`config.mk`:
```
export PLATFORM = sky130hd
export DESIGN_NAME = dfd_accumulator_drain
export DESIGN_NICKNAME = d
export VERILOG_FILES = /design/src/rtl/dfd_packetizer_pkg.sv /design/src/rtl/dfd_accumulator_drain.sv
export SDC_FILE = /design/constraint.sdc
export NUM_CORES = 1
export LEC_CHECK = 0
export CORE_AREA = 2 2 261 263
export DETAILED_ROUTE_END_ITERATION = 8
export DIE_AREA = 0 0 263 265
export GPL_TIMING_DRIVEN = 0
export PLACE_DENSITY_LB_ADDON = 0.12
export SLEW_MARGIN = 25
export SYNTH_ARGS = -nofsm -noshare
export SYNTH_HDL_FRONTEND = slang
export SYNTH_SLANG_ARGS = --single-unit
```
`constraint.sdc`:
```
create_clock -name clock -period 2.3 [get_ports clock]
set_input_delay 0.46 -clock clock [delete_from_list [all_inputs] [get_ports clock]]
set_output_delay 0.46 -clock clock [all_outputs]
set_load 0.005 [all_outputs]
```
`src/rtl/dfd_packetizer_pkg.sv`:
```
// Shared types for the trace packetizer: accumulator bank status and drain FSM states.
package dfd_packetizer_pkg;

  typedef enum logic [1:0] {
    BANK_EMPTY   = 2'd0,
    BANK_PARTIAL = 2'd1,
    BANK_FULL    = 2'd2
  } bank_status_t;

  typedef enum logic [1:0] {
    DRAIN_IDLE  = 2'd0,
    DRAIN_SEND  = 2'd1,
    DRAIN_FLUSH = 2'd2
  } drain_state_t;

endpackage

```
`src/rtl/dfd_accumulator_drain.sv`:
```
// Drains FULL accumulator banks in strict round-robin order onto a valid/ready trace sink,
// flushing each drained bank back to EMPTY and acknowledging force_drain requests.
module dfd_accumulator_drain
  import dfd_packetizer_pkg::*;
#(
  parameter int unsigned NUM_BANKS                = 4,
  parameter int unsigned BANK_DATA_WIDTH_IN_BYTES = 16,
  parameter int unsigned BEAT_COUNT_WIDTH         = 16,
  localparam int unsigned DATA_W = BANK_DATA_WIDTH_IN_BYTES * 8,
  localparam int unsigned ID_W   = (NUM_BANKS > 1) ? $clog2(NUM_BANKS) : 1
) (
  input  logic                                    clock,
  input  logic                                    reset_n,
  input  bank_status_t [NUM_BANKS-1:0]            bank_status,
  input  logic         [NUM_BANKS*DATA_W-1:0]     bank_data_out,
  input  logic                                    force_drain,
  output logic         [NUM_BANKS-1:0]            bank_flush,
  output logic                                    drain_valid,
  input  logic                                    drain_ready,
  output logic         [DATA_W-1:0]               drain_data,
  output logic         [ID_W-1:0]                 drain_bank_id,
  output logic                                    drain_done,
  output logic         [BEAT_COUNT_WIDTH-1:0]     drain_beat_count
);

  drain_state_t        state;
  logic [ID_W-1:0]     rd_ptr;
  logic                drain_pending;
  bank_status_t        sel_status;
  logic [DATA_W-1:0]   sel_data;
  logic                rd_full;
  logic                idle_not_full;

  // Only the bank at rd_ptr is ever examined; out-of-enum codes fall through as not FULL.
  always_comb begin
    sel_status = BANK_EMPTY;
    sel_data   = '0;
    for (int unsigned i = 0; i < NUM_BANKS; i++) begin
      if (ID_W'(i) == rd_ptr) begin
        sel_status = bank_status[i];
        sel_data   = bank_data_out[i*DATA_W +: DATA_W];
      end
    end
  end

  assign rd_full       = (sel_status == BANK_FULL);
  assign idle_not_full = (state == DRAIN_IDLE) && !rd_full;

  always_ff @(posedge clock or negedge reset_n) begin
    if (!reset_n) begin
      state            <= DRAIN_IDLE;
      rd_ptr           <= '0;
      drain_pending    <= 1'b0;
      bank_flush       <= '0;
      drain_valid      <= 1'b0;
      drain_data       <= '0;
      drain_bank_id    <= '0;
      drain_done       <= 1'b0;
      drain_beat_count <= '0;
    end else begin
      bank_flush <= '0;
      drain_done <= 1'b0;

      case (state)
        DRAIN_IDLE: begin
          if (rd_full) begin
            drain_data    <= sel_data;
            drain_bank_id <= rd_ptr;
            drain_valid   <= 1'b1;
            state         <= DRAIN_SEND;
          end
        end
        DRAIN_SEND: begin
          if (drain_ready) begin
            drain_valid <= 1'b0;
            bank_flush  <= NUM_BANKS'(1) << rd_ptr;
            if (drain_beat_count != '1) begin
              drain_beat_count <= drain_beat_count + 1'b1;
            end
            state <= DRAIN_FLUSH;
          end
        end
        DRAIN_FLUSH: begin
          // Pointer advances on the same edge the bank's status drops, so IDLE sees fresh status.
          rd_ptr <= (rd_ptr == ID_W'(NUM_BANKS - 1)) ? '0 : rd_ptr + 1'b1;
          state  <= DRAIN_IDLE;
        end
        default: state <= DRAIN_IDLE;
      endcase

      if (drain_pending && idle_not_full) begin
        drain_done <= 1'b1;
      end

      // A new request arriving alongside completion re-arms the pending flag.
      if (force_drain) begin
        drain_pending <= 1'b1;
      end else if (idle_not_full) begin
        drain_pending <= 1'b0;
      end
    end
  end

endmodule

```
-- Yosys cells after proc, flatten, opt, wreduce, memory -nomap -nowiden
Cells that the tools add are included.
- $add $sub $neg: 2
- equal/unequal tests: 10
- shift-type cells: 1
- multiplexer cells: 20
- reductions and logical operators: 11
- operators with widths (operator ; count):
    $mux W128 ; 4
    $add A16 B1 Y16 const B ; 1
    $ne A16 B16 Y1 const B ; 1
    $mux W2 ; 7
    $mux W4 ; 2
    $eq A2 B2 Y1 const B ; 3
    $reduce_and A3 Y1 ; 2
    $mux W1 ; 5
    $eq A2 B2 Y1 const A ; 2
    $logic_not A2 Y1 ; 2
    $ne A2 B2 Y1 const B ; 2
    $pmux W2 S2 ; 1
    $reduce_and A2 Y1 ; 2
    $reduce_bool A2 Y1 ; 2
    $shl A1 B2 Y4 const A ; 1
    $add A2 B1 Y2 const B ; 1
    $eq A1 B2 Y1 const A ; 1
    $eq A2 B1 Y1 const B ; 1
    $logic_and A1 B1 Y1 ; 2
    $pmux W1 S2 ; 1
    $logic_not A1 Y1 ; 1
- register bits: 157
- input bits: 524
- output and inout port bits: 152
- logic and storage cells: 53

-- Longest topological paths before layout
- word-level depth: 10
- mapped depth: 10
- mapped depth without buffers: 6

-- Worst setup path after synthesis
Ideal clock, no wire load.
- kind: flip-flop to flip-flop
- from: register rd_ptr[0]
- to: register drain_bank_id[0]
- library setup time: 0.128 ns
- arrival time: 1.974 ns
- data required time: 2.172 ns
- path slack: 0.198 ns
- cell stages (with the launch flop): 9
- buffers on the path: 3
- period minus slack after synthesis: 2.102 ns
- cell sequence: dfrtp_1 -> ha_1 -> buf_2 -> nor4bb_1 -> o21ai_1 -> a21boi_2 -> buf_4 -> buf_4 -> mux2_1
- word-level cells in the longest chain between the ends: 7
- elaborated cells between the ends (all ways): 10
- those cells by class: eq/ne: 4; mux: 4; reduce/logical: 2
- RTL lines (what ; line ; RTL):
    from (decl) ; dfd_accumulator_drain.sv:27 ; logic [ID_W-1:0] rd_ptr;
    from (signal assigned) ; dfd_accumulator_drain.sv:85 ; rd_ptr <= (rd_ptr == ID_W'(NUM_BANKS - 1)) ? '0 : rd_ptr + 1'b1;
    $logic_not A2 Y1 ; dfd_accumulator_drain.sv:39 ; if (ID_W'(i) == rd_ptr) begin
    $mux W2 (4 in a row) ; dfd_accumulator_drain.sv:39 ;
    $eq A2 B2 Y1 ; dfd_accumulator_drain.sv:46 ; assign rd_full = (sel_status == BANK_FULL);
    $reduce_and A2 Y1 (no source line) ; -- ;
    to (signal assigned) ; dfd_accumulator_drain.sv:68 ; drain_bank_id <= rd_ptr;
    to (decl) ; dfd_accumulator_drain.sv:21 ; output logic [ID_W-1:0] drain_bank_id,
Parallel ways exist; a longest one is shown, timed or not.
A chain may end at the register's enable or synchronous reset.

-- Worst setup path in the final report
- from: register rd_ptr[1]
- to: register drain_data[6]
- word-level cells in the longest chain between the ends: 7
- elaborated cells between the ends (all ways): 14
- those cells by class: eq/ne: 4; mux: 8; reduce/logical: 2
- RTL lines (what ; line ; RTL):
    $logic_not A2 Y1 ; dfd_accumulator_drain.sv:39 ;
    $mux W2 (4 in a row) ; dfd_accumulator_drain.sv:39 ;
    $eq A2 B2 Y1 ; dfd_accumulator_drain.sv:46 ;
    $reduce_and A2 Y1 (no source line) ; -- ;
    to (signal assigned) ; dfd_accumulator_drain.sv:67 ; drain_data <= sel_data;
    to (decl) ; dfd_accumulator_drain.sv:20 ; output logic [DATA_W-1:0] drain_data,
Parallel ways exist; a longest one is shown, timed or not.

==> flow_metrics.py <==
metrics = {
    "status": {
        "run_status": "finished with violations",
        "violations": "negative setup slack",
    },
    "sta": {
        "slew_violations": 0,
        "hold_viol": 0,
        "max_freq_mhz": 428.3,
        "relSlewSlack_pct": 48.88,
        "final.period_utilization_pct": 101.5,
        "period_minus_slack_ns": 2.335,
        "fin_tns_setup_ns": -0.6491,
        "rsz0062_at_grt": "true",
        "setup_viol": 35,
        "setup_ws_ns": -0.03493,
        "skew_ns": 0.01228,
        "tightest_slew_ns": 0.7668,
    },
    "layout": {
        "layout-drive-gt1-share_pct": 15.90,
        "final_nets": 2253,
        "fillerInstances": 6992,
        "area_growth_pct": 102.0,
        "multiInputGateArea_um2": 5819,
        "fin_util_pct": 29.64,
        "ff_latch_area_um2": 3931,
    },
    "global_routing": {
        "grt_overflow": 0,
        "grt_max_degree": 76,
        "grt_pass1_wl_um": 90670,
        "grt_pass1_vias": 12270,
        "antenna_found_initial": 22,
        "grt_use_total_pct": 18.22,
    },
    "hold_path": {
        "hold_class": "in2async",
    },
    "floorplanning": {
        "dieHeight_um": 265,
        "io_pins": 676,
        "start_util_pct": 14.67,
        "die_area_um2": 69700,
        "rows": 95,
        "die_w_um": 263,
        "core_um2": 66800,
    },
    "critical_path": {
        "path_max_fanout": 5,
        "reg2reg_from": "rd_ptr[1]",
        "start_kind": "flip-flop",
        "end_kind": "flip-flop",
        "arrival_ns": 2.70,
        "worstReg2RegEnd": "drain_data[6]",
        "r2r_cells": 12,
        "regToRegSetupSlack_ns": -0.03,
        "cp.required_ns": 2.66,
        "crit_type": "reg2reg",
    },
    "drt": {
        "wl_per_cell_um": 24.95,
        "drc": 0,
        "wl_um": 65340,
        "postRouteAntennaNets": 0,
        "drt-initial-drc-count": 515,
        "vias": 11230,
        "firstDrtPassIters": 7,
        "via_per_inst": 4.289,
    },
    "synth": {
        "syn_area_um2": 9802,
        "synthCells": 991,
        "synth_seq_cells": 157,
        "synth_nets": 1520,
        "synth.yosys.seq_area_share_pct": 40.08,
        "syn_avg_cell_area_um2": 9.891,
        "synth-main-ff-cell": "dfrtp_1",
        "ys_types": 40,
        "synth-edff-count": 0,
        "ys_warn_count": 0,
        "async_reset_ff_share_pct": 100.0,
    },
    "power": {
        "p_leak_nw": 7.556,
        "total_power_w": 0.02325,
        "power.density_nw_per_um2": 1174,
        "irDropWorstVdd_mv": 0.5614,
    },
    "clock_network": {
        "cts_htree_levels": 4,
        "worstSkewPairLatency_ns": 0.47,
        "clockBufferDepth": 2,
        "root_buffer": "clkbuf_16",
        "clkTransAtPathRegs_ns": 0.07,
        "cts_tree": "built",
        "cts_sinks": 157,
        "cts_buffers": 17,
    },
    "place": {
        "gp_routability_congestion": 0.8585,
        "dp_hpwl_um": 51140,
        "io_buffer_count": 675,
    },
    "run": {
        "maxCapViolCount": 0,
    },
}
-- routing by layer --
layer | share of wire [%] | global-route usage, % | routed length (um)
met5 | 0.17 | 0 | 114
met4 | 2.5 | 6.826 | 1640
met3 | 7.4 | 6.215 | 4813
met2 | 51 | 32.62 | 33540
met1 | 39 | 19.83 | 25240
-- final cells by class --
class / count / share of cell area, %
antenna: 10 / 0.1264
tap: 873 / 5.516
buffer: 95 / 3.854
clock inverter: 13 / 1.194
multi-input combinational: 724 / 29.39
timing repair buffer: 721 / 37.75
inverter: 8 / 0.1516
clock buffer: 18 / 2.167
sequential: 157 / 19.85
-- layout by cell type, fill, tap and decap left out, drive strengths merged, types with 3 or more instances in the layout --
cell,netlist,routed
nand2,133,133
nand4,9,9
clkinv,0,4
o21ai,3,3
a221oi,128,128
dfrtp,157,157
xnor2,9,9
nor2b,130,130
bufinv,0,6
nor2,8,8
and2,5,5
o31ai,127,127
inv,8,10
nand3,8,8
buf,26,63
diode,0,10
clkdlybuf4s50,0,674
a21oi,5,5
ha,5,5
mux2,133,133
clkbuf,76,96
-- worst max-delay path, stage by stage (launching register included) --
cell and delay (ns):
dfrtp_2 0.45, inv_2 0.10, buf_6 0.11, ha_4 0.15, nor4bb_4 0.21, o21ai_2 0.11, a21boi_2 0.14, buf_6 0.12
buf_12 0.10, buf_16 0.12, buf_12 0.14, clkbuf_16 0.16, mux2_4 0.30
-- synthesized netlist by cell type (3+ instances only) --
cell type / n / share of area, %
buf_1: 3 / 0.11
nor2_1: 8 / 0.31
mux2_1: 89 / 10
buf_4: 10 / 0.77
nand3_1: 8 / 0.41
nand4_1: 9 / 0.57
a221oi_1: 128 / 11
o31ai_1: 127 / 9.7
nand2_1: 133 / 5.1
xnor2_1: 9 / 0.80
inv_1: 8 / 0.31
clkbuf_1: 76 / 2.9
buf_2: 13 / 0.66
ha_1: 5 / 0.64
a21oi_1: 5 / 0.26
nor2b_1: 130 / 8.3
mux2_2: 43 / 4.9
dfrtp_1: 157 / 40
and2_1: 4 / 0.26
-- state kept, by name, indices dropped and copies added, names as in the netlist, 2 cells and up --
name and cells:
bank_flush 4, drain_bank_id 2, drain_beat_count 16, drain_data 128, rd_ptr 2, state 2
-- per-stage QoR --
step / cells / setup slack (ns) / hold WS, ns / cell area (um^2)
finish: 2619 / -0.03493 / 0.3929 / 19800
global route: 2616 / -0.1773 / 0.3818 / 19800
CTS: 2609 / -0.09494 / 0.3358 / 19610
detailed placement: 2542 / -1.465 / 0.3039 / 17740
global placement: 2539 / -6.797 / 0.4634 / 17650
floorplan: 991 / 0.1983 / 0.1644 / 9802
-- report_power, final --
| group | switching [W] | internal, W | leakage, nW |
|---|---|---|---|
| logic | 0.00726 | 0.00802 | 5.26 |
| clock network | 0.00135 | 0.00204 | 0.321 |
| registers | 0.000643 | 0.00394 | 1.98 |
| total | 0.00926 | 0.0140 | 7.56 |
-- timing repair --
item / 4_1_cts / 5_1_grt
hold buffers: 1 / 0
cloned: 5 / 6
pin swaps: 18 / 5
buffers inserted: 33 / 0
gates resized for setup: 228 / 37
setup endpoints to repair: 134 / 132
hold endpoints to repair: 16 / 0
-- logic make-up (layout without fill, tap and decap cells) --
| family | count (synthesis) | after routing | share of synthesized area [%] |
|---|---|---|---|
| AO/OA/AOI/OAI | 270 | 270 | 22.13 |
| XOR/XNOR | 10 | 10 | 0.8936 |
| adder cells (fa/ha/maj) | 5 | 5 | 0.6382 |
| buffers and inverters | 110 | 855 | 4.761 |
| flip-flops | 157 | 157 | 40.08 |
| multiplexers | 134 | 134 | 15.42 |
| other | 0 | 10 | 0 |
| AND/OR/NAND/NOR | 305 | 305 | 16.07 |
-- how the worst max path moves through the flow --
stage | from | depth (start not counted) | slack (ns) | end
global route | rd_ptr[1] | 12 | -0.18 | drain_data[11]
detailed placement | rd_ptr[0] | 8 | -1.46 | drain_data[116]
finish | rd_ptr[1] | 12 | -0.03 | drain_data[6]
global placement | reset_n | 1 | -6.80 | drain_data[5]
floorplan | rd_ptr[0] | 8 | 0.20 | drain_bank_id[0]
CTS | rd_ptr[1] | 13 | -0.09 | drain_data[39]
Note: power is estimated with default switching activity, not from simulation.
